[src/rtl/systolic_array_tile_sequencer_if.sv]
`default_nettype none
// ============================================================================
// Module      : systolic_array_tile_sequencer_if
// Description : AXIS handshake bundle observed and gated by the tile sequencer
// Revision    : 1.0
// ============================================================================
interface systolic_array_tile_sequencer_if;
    logic s_tvalid;
    logic s_tlast;
    logic s_tready;
    logic m_tvalid;
    logic m_tready;
    logic out_last;

    modport slave (
        input  s_tvalid,
        input  s_tlast,
        input  m_tvalid,
        input  m_tready,
        output s_tready,
        output out_last
    );

    modport master (
        output s_tvalid,
        output s_tlast,
        output m_tvalid,
        output m_tready,
        input  s_tready,
        input  out_last
    );
endinterface
`default_nettype wire

[src/rtl/systolic_array_tile_sequencer.sv]
`default_nettype none
// ============================================================================
// Module      : systolic_array_tile_sequencer
// Description : Control-only weight-load / activation-stream / drain sequencer
//               for one systolic-array tile pass, with result beat counting.
// Revision    : 1.0
// ============================================================================
module systolic_array_tile_sequencer #(
    parameter int DATA_WIDTH   = 9,
    parameter int ARRAY_DIM    = 16,
    parameter int CNT_WIDTH    = 16,
    parameter int DRAIN_CYCLES = 31
) (
    input  wire logic                         clk,
    input  wire logic                         rst,
    input  wire logic                         start,
    input  wire logic                         abort,
    input  wire logic [CNT_WIDTH-1:0]         act_beats,
    input  wire logic                         out_afull,
    output logic                              wgt_we,
    output logic [$clog2(ARRAY_DIM)-1:0]      wgt_row,
    output logic                              act_en,
    output logic                              act_bubble,
    output logic                              busy,
    output logic                              done,
    output logic                              proto_err,
    systolic_array_tile_sequencer_if.slave    axis
);

    localparam int                     c_ROW_W    = $clog2(ARRAY_DIM);
    localparam logic [c_ROW_W-1:0]     c_LAST_ROW = c_ROW_W'(ARRAY_DIM - 1);
    localparam logic [CNT_WIDTH-1:0]   c_LAST_DRN = CNT_WIDTH'(DRAIN_CYCLES - 1);
    localparam logic [CNT_WIDTH-1:0]   c_ONE      = CNT_WIDTH'(1);

    generate
        if (ARRAY_DIM < 2 || DRAIN_CYCLES < 1 || DATA_WIDTH < 1) begin : g_bad_params
            $error("systolic_array_tile_sequencer: illegal parameter set");
        end
    endgenerate

    typedef enum logic [2:0] {
        S_IDLE     = 3'd0,
        S_LOAD_W   = 3'd1,
        S_STREAM_A = 3'd2,
        S_DRAIN    = 3'd3,
        S_WAIT_OUT = 3'd4
    } state_t;

    state_t                 r_state;
    state_t                 w_state_nxt;
    logic [CNT_WIDTH-1:0]   r_act_beats;
    logic [CNT_WIDTH-1:0]   r_act_cnt;
    logic [CNT_WIDTH-1:0]   r_drn_cnt;
    logic [CNT_WIDTH-1:0]   r_out_cnt;
    logic [c_ROW_W-1:0]     r_row_cnt;
    logic                   r_proto_err;
    logic [CNT_WIDTH-1:0]   w_act_last_idx;
    logic                   w_last_act;
    logic                   w_m_beat;
    logic                   w_start_ok;

    assign w_act_last_idx = r_act_beats - c_ONE;
    assign w_last_act     = (r_act_cnt == w_act_last_idx);
    assign w_m_beat       = axis.m_tvalid & axis.m_tready;
    assign w_start_ok     = start & (act_beats != '0);

    assign busy           = (r_state != S_IDLE);
    assign proto_err      = r_proto_err;
    assign axis.out_last  = busy & (r_out_cnt == w_act_last_idx);

    always_ff @(posedge clk or posedge rst) begin
        if (rst) begin
            r_state <= S_IDLE;
        end else begin
            r_state <= w_state_nxt;
        end
    end

    always_comb begin
        w_state_nxt   = r_state;
        axis.s_tready = 1'b0;
        wgt_we        = 1'b0;
        wgt_row       = '0;
        act_en        = 1'b0;
        act_bubble    = 1'b0;
        done          = 1'b0;
        case (r_state)
            S_IDLE: begin
                if (w_start_ok) begin
                    w_state_nxt = S_LOAD_W;
                end
            end
            S_LOAD_W: begin
                axis.s_tready = 1'b1;
                wgt_row       = r_row_cnt;
                if (axis.s_tvalid) begin
                    wgt_we = 1'b1;
                    if (r_row_cnt == c_LAST_ROW) begin
                        w_state_nxt = S_STREAM_A;
                    end
                end
            end
            S_STREAM_A: begin
                axis.s_tready = ~out_afull;
                if (axis.s_tvalid && !out_afull) begin
                    act_en = 1'b1;
                    if (w_last_act) begin
                        w_state_nxt = S_DRAIN;
                    end
                end
            end
            S_DRAIN: begin
                if (!out_afull) begin
                    act_en     = 1'b1;
                    act_bubble = 1'b1;
                    if (r_drn_cnt == c_LAST_DRN) begin
                        w_state_nxt = S_WAIT_OUT;
                    end
                end
            end
            S_WAIT_OUT: begin
                if (r_out_cnt == r_act_beats) begin
                    done        = ~abort;
                    w_state_nxt = S_IDLE;
                end
            end
            default: begin
                w_state_nxt = S_IDLE;
            end
        endcase
        // Abort overrides everything except an IDLE start
        if (abort && r_state != S_IDLE) begin
            w_state_nxt = S_IDLE;
        end
    end

    always_ff @(posedge clk or posedge rst) begin
        if (rst) begin
            r_act_beats <= '0;
            r_act_cnt   <= '0;
            r_drn_cnt   <= '0;
            r_out_cnt   <= '0;
            r_row_cnt   <= '0;
            r_proto_err <= 1'b0;
        end else if (r_state == S_IDLE) begin
            r_act_cnt <= '0;
            r_drn_cnt <= '0;
            r_out_cnt <= '0;
            r_row_cnt <= '0;
            if (w_start_ok) begin
                r_act_beats <= act_beats;
                r_proto_err <= 1'b0;
            end
        end else if (w_state_nxt == S_IDLE) begin
            r_act_cnt <= '0;
            r_drn_cnt <= '0;
            r_out_cnt <= '0;
            r_row_cnt <= '0;
        end else begin
            if (wgt_we) begin
                r_row_cnt <= r_row_cnt + c_ROW_W'(1);
                if (axis.s_tlast) begin
                    r_proto_err <= 1'b1;
                end
            end
            if (act_en && !act_bubble) begin
                r_act_cnt <= r_act_cnt + c_ONE;
                // tlast must coincide exactly with the final counted activation
                if (axis.s_tlast != w_last_act) begin
                    r_proto_err <= 1'b1;
                end
            end
            if (act_bubble) begin
                r_drn_cnt <= r_drn_cnt + c_ONE;
            end
            if (w_m_beat && r_out_cnt != r_act_beats) begin
                r_out_cnt <= r_out_cnt + c_ONE;
            end
        end
    end

endmodule
`default_nettype wire

[src/flat_wrapper.sv]
// flat-port wrapper written by rule: the top's interface ports become plain ports
module systolic_array_tile_sequencer_flat 
#(
    parameter int DATA_WIDTH   = 9,
    parameter int ARRAY_DIM    = 16,
    parameter int CNT_WIDTH    = 16,
    parameter int DRAIN_CYCLES = 31
)
  (clk, rst, start, abort, act_beats, out_afull, wgt_we, wgt_row, act_en, act_bubble, busy, done, proto_err, axis_s_tvalid, axis_s_tlast, axis_m_tvalid, axis_m_tready, axis_s_tready, axis_out_last);
  systolic_array_tile_sequencer_if axis_i ();
  input  wire logic clk;
  input  wire logic rst;
  input  wire logic start;
  input  wire logic abort;
  input  wire logic [CNT_WIDTH-1:0] act_beats;
  input  wire logic out_afull;
  output logic wgt_we;
  output logic [$clog2(ARRAY_DIM)-1:0] wgt_row;
  output logic act_en;
  output logic act_bubble;
  output logic busy;
  output logic done;
  output logic proto_err;
  input wire logic [$bits(axis_i.s_tvalid)-1:0] axis_s_tvalid;
  input wire logic [$bits(axis_i.s_tlast)-1:0] axis_s_tlast;
  input wire logic [$bits(axis_i.m_tvalid)-1:0] axis_m_tvalid;
  input wire logic [$bits(axis_i.m_tready)-1:0] axis_m_tready;
  output wire logic [$bits(axis_i.s_tready)-1:0] axis_s_tready;
  output wire logic [$bits(axis_i.out_last)-1:0] axis_out_last;
  assign axis_i.s_tvalid = axis_s_tvalid;
  assign axis_i.s_tlast = axis_s_tlast;
  assign axis_i.m_tvalid = axis_m_tvalid;
  assign axis_i.m_tready = axis_m_tready;
  assign axis_s_tready = axis_i.s_tready;
  assign axis_out_last = axis_i.out_last;
  systolic_array_tile_sequencer #(.DATA_WIDTH(DATA_WIDTH), .ARRAY_DIM(ARRAY_DIM), .CNT_WIDTH(CNT_WIDTH), .DRAIN_CYCLES(DRAIN_CYCLES)) u_core (.clk(clk), .rst(rst), .start(start), .abort(abort), .act_beats(act_beats), .out_afull(out_afull), .wgt_we(wgt_we), .wgt_row(wgt_row), .act_en(act_en), .act_bubble(act_bubble), .busy(busy), .done(done), .proto_err(proto_err), .axis(axis_i));
endmodule
[config.mk]
export PLATFORM = sky130hd
export DESIGN_NAME = systolic_array_tile_sequencer_flat
export DESIGN_NICKNAME = d
export VERILOG_FILES = /design/src/rtl/systolic_array_tile_sequencer_if.sv /design/src/rtl/systolic_array_tile_sequencer.sv /design/src/flat_wrapper.sv
export SDC_FILE = /design/constraint.sdc
export NUM_CORES = 1
export LEC_CHECK = 0
export CAP_MARGIN = 40
export CORE_MARGIN = 2
export CORE_UTILIZATION = 54
export DETAILED_ROUTE_END_ITERATION = 16
export GPL_TIMING_DRIVEN = 0
export PLACE_DENSITY = 0.77
export SYNTH_ARGS = -nofsm -noshare
export SYNTH_HDL_FRONTEND = slang
export SYNTH_SLANG_ARGS = --single-unit
[constraint.sdc]
create_clock -name clk -period 3.2 [get_ports clk]
set_input_delay 0.8 -clock clk [delete_from_list [all_inputs] [get_ports clk]]
set_output_delay 0.8 -clock clk [all_outputs]
set_load 0.02 [all_outputs]
### After elaboration in Yosys (flattened, before gate mapping)

Cells that the tools add are included.

| word-level totals | value |
|---|---|
| register bits after elaboration | 72 |
| logic and storage cells | 85 |
| output and inout port bits | 12 |
| bits of input ports | 25 |

| operators by class | value |
|---|---|
| reduce and logical (&&, ||, !) cells | 16 |
| add/subtract/negate cells | 5 |
| bitwise gates (word level) | 5 |
| equal/unequal tests | 13 |
| muxes and demuxes | 39 |

Operator list:

| kind | number |
|---|---|
| 16-bit two-way mux | 9 |
| 16-bit by 1-bit adder with 16-bit output (second input constant) | 3 |
| 16-bit == test | 3 |
| 3-bit two-way mux | 9 |
| 16-bit by 5-bit == test with 1-bit output (second input constant) | 1 |
| 4-bit two-way mux | 4 |
| 16-bit != test | 1 |
| 16-bit nonzero test | 1 |
| 16-bit by 1-bit subtractor with 16-bit output (second input constant) | 1 |
| 3-bit case mux with 5 select lines | 1 |
| 3-bit nonzero test | 5 |
| 1-bit two-way mux | 14 |
| 3-bit by 2-bit == test with 1-bit output (second input constant) | 2 |
| 3-bit zero test | 2 |
| 4-bit by 1-bit adder with 4-bit output (second input constant) | 1 |
| 4-bit == test (second input constant) | 1 |
| 1-bit logical AND | 4 |
| 2-bit by 1-bit != test with 1-bit output (second input constant) | 2 |
| 1-bit case mux with 2 select lines | 2 |
| 2-bit AND reduction | 2 |
| 1-bit AND | 3 |
| 3-bit by 1-bit == test with 1-bit output (second input constant) | 1 |
| 3-bit == test (second input constant) | 1 |
| 1-bit zero test | 2 |
| 2 further kinds | 3 |

### Logic depth before layout (Yosys ltp)

Gate-level depths: netlist (run 1).

| depth | value |
|---|---|
| depth in word-level cells | 9 |
| depth in mapped cells | 13 |
| gate-level depth less buffers | 10 |

### Worst setup path after synthesis (run 1)

OpenSTA, ideal clock, no wires.

| timing | value |
|---|---|
| path kind | register -> output |
| from | register u_core.r_act_beats[0] |
| to | output port axis_out_last |
| path buffers | 1 |
| path slack | -199 ps |
| data required time | 2,400 ps |
| data arrival time | 2,599 ps |
| stages on the path, launching flop included | 11 |
| cells stage by stage | dfrtp_1 -> buf_2 -> inv_1 -> ha_1 -> or3b_2 -> nor2_1 -> nand2_1 -> xnor2_1 -> nor4_1 -> nand4_1 -> nor4_1 |

| on the way | value |
|---|---|
| cells in the longest elaborated chain, start to end | 3 |

Ends and longest elaborated chain:

| element | RTL line | source |
|---|---|---|
| start, declared | systolic_array_tile_sequencer.sv:51 | `logic [CNT_WIDTH-1:0] r_act_beats;` |
| start signal, assigned | systolic_array_tile_sequencer.sv:151 | `r_act_beats <= act_beats;` |
| 16-bit by 1-bit subtractor with 16-bit output | systolic_array_tile_sequencer.sv:62 | `assign w_act_last_idx = r_act_beats - c_ONE;` |
| 16-bit == test | systolic_array_tile_sequencer.sv:69 | `assign axis.out_last = busy & (r_out_cnt == w_act_last_idx);` |
| 1-bit AND | systolic_array_tile_sequencer.sv:69 |  |
| end, declared | flat_wrapper.sv:29 | `output wire logic [$bits(axis_i.out_last)-1:0] axis_out_last;` |

No other way between the ends.

### Final worst setup path (run 1)

| timing | value |
|---|---|
| from | register u_core.r_act_beats[2] |
| to | output port axis_out_last |

The elaborated chain is that of the path after synthesis.

==> reports/results.ini, run 1 <==
[floorplanning]
core_um2=9240
io_pins=37
die_width_um=101
start_util_pct=55.5
rows=35
die_area_um2=10300
dieHeight_um=101

[routing]
drt_iter0_markers=154
viasPerCell=5.63
drtAntennaViolNets=0
dr_total_vias=3969
first_pass_iters=5
drc=0
wl_per_cell_um=16.9
wl_um=11900

[clocking]
holdBufCountCts=0
cts_root_buf=clkbuf_8
cts_buffer_depth=2
cts_buffers=9
h-tree-depth=3
cts_tree=done
insertion_delay_ns=0.35
clock-sinks=72
path_clk_slew_ns=0.09

[run_status]
status=complete, but fails checks
violations=setup timing

[placed_design]
numPortBuffers=36
post-place-ws_ns=-0.853
hpwl_um=8620
globalplace.congestion=0.900

[sta]
worst_slew_pin_slew_ns=0.826
max_slew_margin_pct=44.4
period_share_pct=109
fmax_mhz=286
period_needed_ns=3.50
hold_viol_final=0
skew_ns=0.0113
fin_tns_setup_ns=-5.26
setup_slack_ns=-0.302
finalSetupViolCount=52
drv_slew=0
rsz0062_at_grt=true

[setup_path]
max_stage_delay_ns=0.42
setup.worst_path.end_class=output port
r2r_slack_ns=-0.11
path_cells=clkbuf_8 > nor4_4 > buf_4 > nand3_2 > nor2_2 > buf_4 > xnor2_1 > a211oi_1 > a31oi_1 > nor4_4 > buf_4
reg2reg_depth=12
r2r-end=u_core.r_out_cnt[7]
path_delay_family=simple AND/OR/NAND/NOR gates
critical_path.most_common_cell=buf_4
critPathBufInv=4
timing.rr.start=u_core.r_act_beats[4]
startpoint_type=flip-flop
cp.required_ns=2.40
cp_max_fo=3
crit_arrival_ns=2.70
path_class=reg -> out
cp_slowest_cell=dfrtp_1

[synthesis]
synth_area_leaders=dfrtp_1 (35%), nor2_4 (11%), xnor2_1 (8.4%)
syn_area_um2=5120
synthArstFlopShare_pct=100
synthDistinctLibCells=63
synth_nets=541
synth_area_leader_cell=dfrtp_1
synth.most_common_cell=dfrtp_1
syn_inst=510
synth_seq_cells=72
synth_edf_count=0
yosys_warnings=0
synth_area_per_cell_um2=10.0
synthTopCellsByCount=dfrtp_1 (72), nor2_4 (50), xnor2_1 (49), xor2_1 (38), nor2_1 (32)
synth_top_area_share_pct=35.2
seq_area_frac_synth_pct=35.2
synthFlopType=dfrtp_1

[global_route]
grtUsageTotal_pct=24.6
grt_overflow=0
grt_pass1_vias=3935
grt_pass1_wl_um=19600
grt_max_degree=63
antenna_found_initial=0

[cells_and_area]
drive_above_1_share_pct=26.6
final_nets=602
antenna_cells=0
area_delta_synth_final_pct=21.0

[min_path]
worstHoldStart=u_core.proto_err
hp-class=reg -> reg
worstHoldEndpoint=u_core.proto_err
hold_path_depth=2

[flow_run]
drv_cap=0

[pwr]
cellPowerDensity_nw_per_um2=646
finalPower_mw=4.00
leakage_nw=2.29
ir_worst_vdd_mv=0.492

## cell usage in the layout, fill, tap and decap left out, drive strengths merged, types with 3 or more instances in the layout
master / netlist / routed
nor2: 82 / 82
dfrtp: 72 / 72
xnor2: 49 / 49
xor2: 38 / 38
buf: 15 / 35
clkdlybuf4s50: 0 / 32
nand2: 28 / 28
nand3: 25 / 25
nand4: 20 / 20
clkbuf: 14 / 19
mux2: 16 / 16
inv: 13 / 16
nor4: 14 / 14
nor3: 12 / 12
and2: 9 / 9
o21ai: 8 / 8
and3: 8 / 8
nand2b: 6 / 6
a31oi: 6 / 6
ha: 6 / 6
or3: 5 / 5
mux2i: 5 / 5
nor2b: 5 / 5
or2: 4 / 4
a21oi: 4 / 4
and3b: 4 / 4
a211oi: 4 / 4
and4: 3 / 3
bufinv: 0 / 3
nor4b: 3 / 3
nor3b: 3 / 3
## routing by layer
layer | vias to the layer above | wire (um) | global-route usage (%)
met2 | 110 | 5950 | 41.1
met1 | 1958 | 5220 | 32.4
met3 | 12 | 645 | 5.87
li1 | 1889 | - | -
met5 | - | 0 | 0
met4 | 0 | 125 | 5.82
## metrics by stage
step	cells	cell area [um^2]	util (%)	hold WS [ns]
2_1_floorplan	510	5140	-	0.525
3_3_place_gp	675	5660	61.3	0.489
3_5_place_dp	676	5690	61.6	0.509
4_1_cts	704	6140	66.4	0.534
5_1_grt	705	6200	67.1	0.570
6_report	705	6200	67.1	0.527
## power by group
group          switching (mW)  internal (mW)
Sequential              0.189           1.03
Combinational            1.04          0.836
Clock                   0.382          0.528
Total                    1.61           2.39
## logic make-up after synthesis
kind of cell    synth area share (%)
buf+inv                         5.47
xor+xnor                        14.9
flops                           35.2
mux                             4.49
fa+ha+maj                       1.66
compound gates                  6.03
simple gates                    32.3
## area by class of cell
class	instances	area, um^2
inverters	13	51.3
fillers	725	3040
plain buffers	24	226
clock inverters	7	125
multi-input cells	396	3190
repair buffers	55	520
well taps	129	161
flip-flops and latches	72	1800
clock buffers	9	124
## worst register-to-register path: stages, from the launching register on
cell and delay, ns:
dfrtp_1 0.38, buf_6 0.13, buf_4 0.16, or2_2 0.34, or3_1 0.39, a21bo_1 0.23, a2111oi_4 0.39, nand4_2 0.21
o21a_1 0.24, a211o_1 0.32, buf_6 0.17, buf_12 0.17, nor2_4 0.11
## flip-flops by register name, indices dropped and copies added (netlist names)
name	flops
u_core.r_row_cnt	4
u_core.r_act_beats	16
u_core.r_state	3
u_core.proto_err	1
u_core.r_out_cnt	16
u_core.r_drn_cnt	16
u_core.r_act_cnt	16
## timing repair
action | 4_1_cts | 5_1_grt
endpoints found under the setup margin | 58 | 64
buffers inserted | 16 | 2
pin swaps | 11 | 7
resized for setup | 33 | 11
cloned | 0 | 0
## worst max-delay path by stage
stage                               end  cells after the start  slack [ns]                  start
after detailed placement  axis_out_last                      9       -0.85  u_core.r_act_beats[2]
after floorplan           axis_out_last                     10        0.06  u_core.r_act_beats[0]
after CTS                 axis_out_last                     10       -0.28  u_core.r_act_beats[4]
final                     axis_out_last                     11       -0.30  u_core.r_act_beats[2]
after global routing      axis_out_last                     10       -0.41  u_core.r_act_beats[4]
after global placement    axis_out_last                     11       -0.71  u_core.r_act_beats[0]
Power figures use the tool's default switching activity.
==> run 2: changes to the inputs <==
- CORE_MARGIN: 2 -> not set
- SETUP_SLACK_MARGIN: not set -> 0.02
==> run 2 against run 1 <==
  * The flow still finishes with violations (setup timing)
  * Power is 4.7% higher
  * Non-clock buffer count is 13 higher
  * First-iteration DRC count is 60% higher
  * Critical path type unchanged
  * Critical endpoint unchanged
  * Largest cell class unchanged
  * Largest power group unchanged
==> reports/results.ini, run 2 (synthesis gave the netlist of run 1 again) <==
[sta]
whs_ns=0.545
rsz0062_at_grt=true
hold_viol_final=0
max_slew_margin_pct=47.1
drv_slew=0
setup_slack_ns=-0.270
skew_ns=0.0112
worst_slew_pin_slew_ns=0.786
period_needed_ns=3.47
period_share_pct=108
finalSetupViolCount=48
fmax_mhz=288

[floorplanning]
rows=35
die_width_um=99.4
start_util_pct=55.7
die_area_um2=9880
io_pins=37
core_um2=9200
dieHeight_um=99.4

[run_status]
violations=setup timing
status=complete, but fails checks

[setup_path]
setup.worst_path.end_class=output port
path_class=reg -> out
cp.required_ns=2.40
cp_max_fo=10
max_stage_delay_ns=0.41
cp_slowest_cell=dfrtp_1
path_cells=clkbuf_8 > nor4_4 > buf_4 > nand3_1 > nor2_2 > and3_1 > nor3_1 > a211oi_2 > a31oi_2 > nor4_4 > buf_4
crit_arrival_ns=2.67
startpoint_type=flip-flop

[clocking]
clock-sinks=72
cts_tree=done
cts_buffers=9
cts_buffer_depth=2
path_clk_slew_ns=0.09
h-tree-depth=3
insertion_delay_ns=0.37
cts_root_buf=clkbuf_8
holdBufCountCts=0

[global_route]
grt_pass1_wl_um=19500
grt_max_degree=52
grtUsageTotal_pct=25.7
antenna_found_initial=0
grt_overflow=0
grt_pass1_vias=3935

[cells_and_area]
mostFrequentLayoutCell=dfrtp_1
drive_above_1_share_pct=30.4
final_cell_mix=dfrtp_1 (70), nor2_4 (51), xnor2_1 (43)
antenna_cells=0
area_delta_synth_final_pct=26.1
final_nets=615
stdcell_count=700

[pwr]
power.share.combinational_pct=52.4
cellPowerDensity_nw_per_um2=649
leakage_nw=2.45
seqPwrFrac_pct=28.8
ir_worst_vdd_mv=0.333
power.switching_mw=1.71
p_clk_share_pct=18.9
p_sw_share_pct=40.9
finalPower_mw=4.19
p_int_mw=2.48

[routing]
viasPerCell=5.78
wl_um=12900
dr_total_vias=4047
wl_per_cell_um=18.4
drt_iter0_markers=247
first_pass_iters=5
drc=0
drtAntennaViolNets=0

[placed_design]
hpwl_um=8690
dpl.cell_count=658
globalplace.congestion=0.834
numPortBuffers=36

[flow_run]
drv_cap=0

[min_path]
hp-class=reg -> reg

[run 2: cell count changes in the layout (fill, tap and decap cells not counted), moves of 2 or more]
cell       change
buf_4          +7
clkbuf_16      +7
xnor2_2        +6
buf_16         +4
xnor2_1        -4
buf_12         -3
bufinv_16      -2
or3_1          -2
or3_4          +2
xnor2_4        -2
[run 2: per-layer routing]
layer	GRT usage [%]	vias to the layer above	routed length, um
met1	33.5	1978	5600
li1	-	1927	-
met2	42.7	122	6390
met5	0	-	0
met4	7.24	0	182
met3	5.97	20	707
[run 2: worst max-delay path, delay by kind of cell (launching register included)]
kind | cells | cell delay, ns
compound gates | 2 | 0.30
simple gates | 6 | 1.04
flops | 1 | 0.41
buf+inv | 3 | 0.53
[run 2: worst paths after layout]
path | from | to | slack [ns] | depth (start not counted)
worst max-delay path | u_core.r_act_beats[2] | axis_out_last | -0.27 | 11
worst min-delay path | u_core.proto_err | u_core.proto_err | 0.55 | 2
worst max register to register | u_core.r_act_beats[2] | u_core.r_act_cnt[3] | -0.07 | 12
worst min register to register | u_core.proto_err | u_core.proto_err | 0.55 | 2
max in group asynchronous | rst | u_core.r_act_beats[1] | 1.90 | 3
min in group asynchronous | rst | u_core.r_act_beats[13] | 0.74 | 2
[run 2: repair_timing]
item,CTS,global route
resized for setup,34,28
cloned,0,7
pin swaps,11,24
setup endpoints to repair,58,56
endpoints found under the hold margin,0,0
buffers inserted,17,8
[run 2: power groups by stage]
stage	registers, mW	clock network, mW	logic, mW
5_1_grt	1.22	0.844	2.33
2_1_floorplan	1.14	0	1.30
3_5_place_dp	1.18	0	1.66
6_report	1.21	0.791	2.20
3_3_place_gp	1.17	0	1.63
4_1_cts	1.19	0.809	1.83
[run 2: metrics by stage]
step           utilization [%]  setup WS [ns]  setup TNS, ns  cell area (um^2)
2_1_floorplan                -         0.0626              0              5140
3_3_place_gp              61.3         -0.750         -67.65              5640
3_5_place_dp              61.6         -0.763         -22.94              5670
4_1_cts                   66.4         -0.243         -0.278              6100
5_1_grt                   70.2         -0.420          -8.82              6460
6_report                  70.2         -0.270          -2.14              6460
[run 2: area by class of cell]
cell class / instances / area, um^2
Timing Repair Buffer: 69 / 748
Sequential cell: 72 / 1800
Clock buffer: 10 / 138
Buffer: 23 / 268
Multi-Input combinational cell: 396 / 3230
Inverter: 13 / 53.8
Tap cell: 111 / 139
Clock inverter: 6 / 75.1
Fill cell: 682 / 2740
==> run 3: changes to the inputs <==
- CTS_CLUSTER_DIAMETER: not set -> 40
==> results of run 3 <==
No change in the layout: final DEF, timing and power equal those of run 2.
